`config.mk`:
```
export PLATFORM = sky130hd
export DESIGN_NAME = gauss_sample_reader
export DESIGN_NICKNAME = d
export VERILOG_FILES = /design/src/rtl/gauss_sample_reader.sv
export SDC_FILE = /design/constraint.sdc
export NUM_CORES = 1
export LEC_CHECK = 0
export ABC_CLOCK_PERIOD_IN_PS = 8400
export CAP_MARGIN = 20
export CORE_MARGIN = 1.5
export CORE_UTILIZATION = 25
export CTS_BUF_LIST = sky130_fd_sc_hd__clkbuf_16
export DETAILED_ROUTE_END_ITERATION = 6
export MAX_ROUTING_LAYER = met4
export PLACE_DENSITY = 0.43
export SLEW_MARGIN = 5
export SYNTH_ARGS = -nofsm -noshare
export SYNTH_HDL_FRONTEND = slang
export SYNTH_SLANG_ARGS = --single-unit
```
`constraint.sdc`:
```
create_clock -name clk -period 8.4 [get_ports clk]
set_input_delay 1.68 -clock clk [delete_from_list [all_inputs] [get_ports clk]]
set_output_delay 1.68 -clock clk [all_outputs]
set_load 0.01 [all_outputs]
```
`src/rtl/gauss_sample_reader.sv`:
```
// Box-Muller consumer: buffers (cos, sin) pairs in a FIFO and serialises them
// as one valid/ready sample stream, cos first, dropping pairs that find the FIFO full.
module gauss_sample_reader #(
    parameter int N_RES  = 32,
    parameter int ADDR_W = 4,
    parameter int CNT_W  = 16
) (
    input  logic              clk,
    input  logic              rst,
    input  logic              in_val,
    input  logic [N_RES-1:0]  in_cos,
    input  logic [N_RES-1:0]  in_sin,
    output logic [N_RES-1:0]  out_data,
    output logic              out_val,
    input  logic              out_rdy,
    output logic              out_sel,
    output logic              full,
    output logic              empty,
    output logic [ADDR_W:0]   level,
    output logic [CNT_W-1:0]  drop_cnt,
    input  logic              clr_drop,
    output logic [1:0]        fsm_state
);

    localparam int              DEPTH   = 1 << ADDR_W;
    localparam logic [ADDR_W:0] DEPTH_L = (ADDR_W+1)'(DEPTH);
    localparam logic [ADDR_W-1:0] PTR_ONE = ADDR_W'(1);
    localparam logic [ADDR_W:0]   LVL_ONE = (ADDR_W+1)'(1);
    localparam logic [CNT_W-1:0]  CNT_ONE = CNT_W'(1);

    typedef enum logic [1:0] {
        EMPTY    = 2'd0,
        SEND_COS = 2'd1,
        SEND_SIN = 2'd2
    } state_t;

    logic [2*N_RES-1:0] mem [DEPTH];
    logic [ADDR_W-1:0]  wr_ptr;
    logic [ADDR_W-1:0]  rd_ptr;
    logic [ADDR_W:0]    level_q;

    logic               push;
    logic               drop;
    logic               pop;
    logic [N_RES-1:0]   head_cos;
    logic [N_RES-1:0]   head_sin;

    state_t             state;
    state_t             state_nx;
    logic [N_RES-1:0]   pc;
    logic [N_RES-1:0]   ps;
    logic [N_RES-1:0]   pc_nx;
    logic [N_RES-1:0]   ps_nx;
    logic [N_RES-1:0]   data_nx;
    logic               val_nx;
    logic               sel_nx;

    assign level     = level_q;
    assign full      = (level_q == DEPTH_L);
    assign empty     = (level_q == '0);
    assign fsm_state = state;

    // full is the registered occupancy, so a same-cycle pop never rescues an incoming pair.
    assign push = in_val & ~full;
    assign drop = in_val & full;

    assign {head_cos, head_sin} = mem[rd_ptr];

    // Storage is deliberately unreset; pointers and level define what is valid.
    always_ff @(posedge clk) begin
        if (push) begin
            mem[wr_ptr] <= {in_cos, in_sin};
        end
    end

    always_ff @(posedge clk or negedge rst) begin
        if (!rst) begin
            wr_ptr  <= '0;
            rd_ptr  <= '0;
            level_q <= '0;
        end else begin
            if (push) begin
                wr_ptr <= wr_ptr + PTR_ONE;
            end
            if (pop) begin
                rd_ptr <= rd_ptr + PTR_ONE;
            end
            case ({push, pop})
                2'b10:   level_q <= level_q + LVL_ONE;
                2'b01:   level_q <= level_q - LVL_ONE;
                default: level_q <= level_q;
            endcase
        end
    end

    always_ff @(posedge clk or negedge rst) begin
        if (!rst) begin
            drop_cnt <= '0;
        end else if (clr_drop) begin
            drop_cnt <= '0;
        end else if (drop && (drop_cnt != '1)) begin
            drop_cnt <= drop_cnt + CNT_ONE;
        end
    end

    // Output handshake: a sample transfers on a rising edge where out_val and out_rdy are
    // both high; while out_val=1 and out_rdy=0 the sample (out_data, out_sel) is held unchanged.
    // After EMPTY the popped pair spends one cycle in {pc,ps} before out_val rises.
    always_comb begin
        state_nx = state;
        pop      = 1'b0;
        pc_nx    = pc;
        ps_nx    = ps;
        val_nx   = out_val;
        data_nx  = out_data;
        sel_nx   = out_sel;
        case (state)
            EMPTY: begin
                if (!empty) begin
                    pop      = 1'b1;
                    pc_nx    = head_cos;
                    ps_nx    = head_sin;
                    state_nx = SEND_COS;
                end
            end
            SEND_COS: begin
                if (!out_val) begin
                    val_nx  = 1'b1;
                    data_nx = pc;
                    sel_nx  = 1'b0;
                end else if (out_rdy) begin
                    data_nx  = ps;
                    sel_nx   = 1'b1;
                    state_nx = SEND_SIN;
                end
            end
            SEND_SIN: begin
                if (out_rdy) begin
                    if (!empty) begin
                        pop      = 1'b1;
                        pc_nx    = head_cos;
                        ps_nx    = head_sin;
                        data_nx  = head_cos;
                        sel_nx   = 1'b0;
                        state_nx = SEND_COS;
                    end else begin
                        val_nx   = 1'b0;
                        state_nx = EMPTY;
                    end
                end
            end
            default: begin
                val_nx   = 1'b0;
                state_nx = EMPTY;
            end
        endcase
    end

    always_ff @(posedge clk or negedge rst) begin
        if (!rst) begin
            state    <= EMPTY;
            pc       <= '0;
            ps       <= '0;
            out_val  <= 1'b0;
            out_data <= '0;
            out_sel  <= 1'b0;
        end else begin
            state    <= state_nx;
            pc       <= pc_nx;
            ps       <= ps_nx;
            out_val  <= val_nx;
            out_data <= data_nx;
            out_sel  <= sel_nx;
        end
    end

endmodule

```
==> results.md <==
* Total gr overflow at 0
* Placed Instance Area at 48,480 um^2
* Peak supply drop at 0.2614 mV
* Final Hold Vio Count at 0
* Root Driver: clkbuf_16
* Min Hold Slack at 0.4673 ns
* Mapped Nets at 2,212
* CORE AREA at 176,100 um^2
* P_sw at 5.707 mW
* Final setup violation count at 0
* Flop pwr share at 0.430
* CP Capture Point: mem[11][24]
* DRT Pass-1 Iters at 5
* CP max FO at 38
* Nets at 2,399
* CP Cell Sequence: clkdlybuf4s50_1, nor2b_1, nand2_1, nor2_4, buf_4, buf_4
* Clk slew on worst S/H paths at 0.06 ns
* Largest net degree at the start of global routing at 128
* Leakage at 16.96 nW
* Element type at the critical path end: flip-flop
* Layout Area Growth over Synthesis at 18.47%
* Final worst slack at 3.842 ns
* CP peak stage delay at 0.76 ns
* Comb power frac at 0.274
* R2R Path Start: level[0]
* Post-synthesis compound-gate area fraction at 0.03925
* Crit. Startpoint: in_val
* CTS tree: yes
* Number of top-level pins at 128
* DRC at 0
* Setup crit start kind: primary input
* Initial DRC count at 1,918
* CP required at 8.77 ns
* Hold_buf cts at 0
* Mapped Cells at 2,132
* Post-route core utilization at 0.2980
* RR Endpoint: mem[11][24]
* Cell area after synthesis at 44,310 um^2
* Die Span Y at 424.0 um
* Setup Total Neg Slack at 0 ns
* RSZ-0062 raised after global routing: no
* Max-slew violation count at 0
* Gr usage total at 0.1310
* Slowest-stage cell, CP: nor2b_1
* Largest family of logic cells by synthesized area: multiplexers
* Max_cap viols at 0
* GPL Wtd Cong at 0.7766
* CTS sink cnt at 1,153
* Slew Limit Headroom at 0.3257
* Main synth FF type: edfxtp_1
* H-tree levels at 4
* Die footprint at 179,800 um^2
* Inserted Clock Buffers at 132
* Sequential share of the synthesized area at 0.7669
* Post-synth cell types at 52
* HPWL after detailed placement at 66,350 um
* Clock Skews at 0.03328 ns
* F_max at 219.4 MHz
* Antenna violations before repair at 9
* Slew @ Worst Pin at 1.012 ns
* Rows at 154
* Critical setup path kind: primary input to flip-flop
* FF-to-FF path depth at 8
* Post-synth EDFFs at 1,024
* Layout cell share with drive strength beyond 1 at 0.2195
* Multiplexer share of the synthesized area at 0.1453
* Final wirelength at 114,000 um
* Setup Fix Bufs, Post-CTS at 0
* DIE WIDTH at 424.0 um
* CTS Buffer Depth at 3
* Vias at 21,240
* Arrival time worst endpoint at 4.93 ns
* P_int at 12.15 mW
* Synth Area in XOR/XNOR at 0.004349
* Post-CTS Resized at 0
* Clock network fraction of total power at 0.296
* Most frequent CP cell: buf_4
* Routed len/inst at 23.88 um
* First-pass GRT wire length at 165,000 um
* Outcome: finished clean
* Setup slack, reg-to-reg at 4.40 ns
* Tcrit/Tclk final at 0.5426
* Design area at 52,490 um^2
* Synthesized-area fraction occupied by adder cells at 0.003276
* Initial core utilization at 0.2516
* Synth Warn # at 0
* Avg Synthesized Cell Area at 20.78 um^2
* Routed Antenna Nets at 0
* Worst skew pair latency at 0.76 ns
* Pre-CTS WS at 3.039 ns
* Pwr Density at 340.1 nW/um^2
* Synth Register Bits at 1,153
* Port bufs at 127
* Ys async rst share at 0.1119
* Post-Synth Simple-Gate Area at 0.02364
* HP Class: flip-flop to flip-flop
* Final min period at 4.558 ns
* Vias in the first global route at 22,665
* Vias per cell at 4.450
* Net Sw Frac at 0.3197
-- worst max-delay path, delay by kind of cell --
kind	cells	cell delay, ns
buffers and inverters	3	1.75
and+or+nand+nor	3	1.42
-- cells in the final DEF, fill, tap and decap left out, drive strengths merged, types with 5 or more instances in the layout --
master / count
edfxtp: 1024
mux4: 256
nand2: 154
clkbuf: 134
dfrtp: 129
clkdlybuf4s50: 126
inv: 93
mux2i: 65
clkinv: 54
buf: 52
o221ai: 45
nor2: 41
o21ai: 37
a22oi: 26
a221oi: 25
xnor2: 20
a22o: 19
a21oi: 15
ha: 10
nand3: 9
o22ai: 9
nor2b: 9
o221a: 8
o22a: 7
nor3: 7
diode: 5
a221o: 5
nand2b: 5
-- per-layer routing --
metal  vias to the layer above  routed length (um)  track usage  share of wire
li1                       9181                   -            -              -
met1                     11484               49090       0.1623           0.43
met2                       406               58430       0.2202           0.51
met3                       169                4009      0.02308          0.035
met4                         0                2441      0.03536          0.021
met5                         -                   0            -              0
-- worst min-delay path by stage --
| stage | startpoint | to | slack, ns | cells after the start |
|---|---|---|---|---|
| 6_report | pc[24] | pc[24] | 0.47 | 2 |
| 5_1_grt | pc[23] | pc[23] | 0.50 | 2 |
| 4_1_cts | pc[24] | pc[24] | 0.47 | 2 |
| 3_5_place_dp | pc[24] | pc[24] | 0.45 | 2 |
| 3_3_place_gp | pc[18] | pc[18] | 0.46 | 2 |
| 2_1_floorplan | pc[18] | pc[18] | 0.44 | 2 |
-- synth_stat cells (5+ instances only) --
cell type | count | area, um^2
edfxtp_1 | 1024 | 30750
mux4_2 | 256 | 5766
nand2_1 | 154 | 578.1
dfrtp_1 | 129 | 3228
mux2i_1 | 65 | 650.6
clkbuf_1 | 53 | 198.9
o221ai_1 | 45 | 394.1
inv_1 | 41 | 153.9
nor2_1 | 41 | 153.9
o21ai_0 | 29 | 145.1
buf_2 | 27 | 135.1
a22oi_1 | 26 | 195.2
buf_1 | 26 | 97.59
xnor2_1 | 20 | 175.2
a22o_1 | 19 | 166.4
a21oi_1 | 14 | 70.07
a221oi_1 | 13 | 113.9
a221oi_2 | 12 | 180.2
buf_4 | 10 | 75.07
ha_1 | 10 | 125.1
buf_6 | 9 | 101.4
nand3_1 | 9 | 45.04
nor2b_1 | 9 | 56.30
o22ai_1 | 9 | 56.30
o221a_1 | 8 | 90.09
nor3_1 | 7 | 35.03
o21ai_1 | 7 | 35.03
o22a_1 | 7 | 61.31
a221o_1 | 5 | 50.05
nand2b_1 | 5 | 31.28
-- stage by stage --
step | power, mW | cells
after floorplan | 10.85 | 2132
after global placement | 12.81 | 4524
after detailed placement | 12.88 | 4524
after CTS | 18.24 | 4767
after global routing | 18.74 | 4770
final | 17.85 | 4773
-- kinds of logic after synthesis --
| kind of cell | count (synthesis) |
|---|---|
| xor gates and xnor gates | 22 |
| AOI/OAI and AO/OA | 214 |
| adders and majority gates | 11 |
| and+or+nand+nor | 242 |
| buffers and inverters | 167 |
| muxes | 323 |
| DFF | 1153 |
-- power groups by stage --
stage	clock network, mW	logic, mW	registers, mW
after floorplan	0	3.43	7.42
after global placement	0	5.00	7.81
after detailed placement	0	5.04	7.84
after CTS	5.45	5.06	7.73
after global routing	5.67	5.31	7.76
final	5.29	4.89	7.67
-- flip-flops by register name (all words and copies together), names as in the netlist --
signal / flops
ps: 32
out_sel: 1
drop_cnt: 16
fsm_state: 2
level: 5
mem: 1024
rd_ptr: 4
out_data: 32
wr_ptr: 4
out_val: 1
pc: 32
-- area by class of cell --
class                           instances  area [um^2]
Fill cell                           17130       123600
Sequential cell                      1153        33990
Multi-Input combinational cell        812         9717
Clock buffer                          134         3353
Tap cell                             2340         2928
Timing Repair Buffer                  178         1705
Clock inverter                        109        624.3
Inverter                               42        157.7
Antenna cell                            5        12.51
Power figures use the tool's default switching activity.
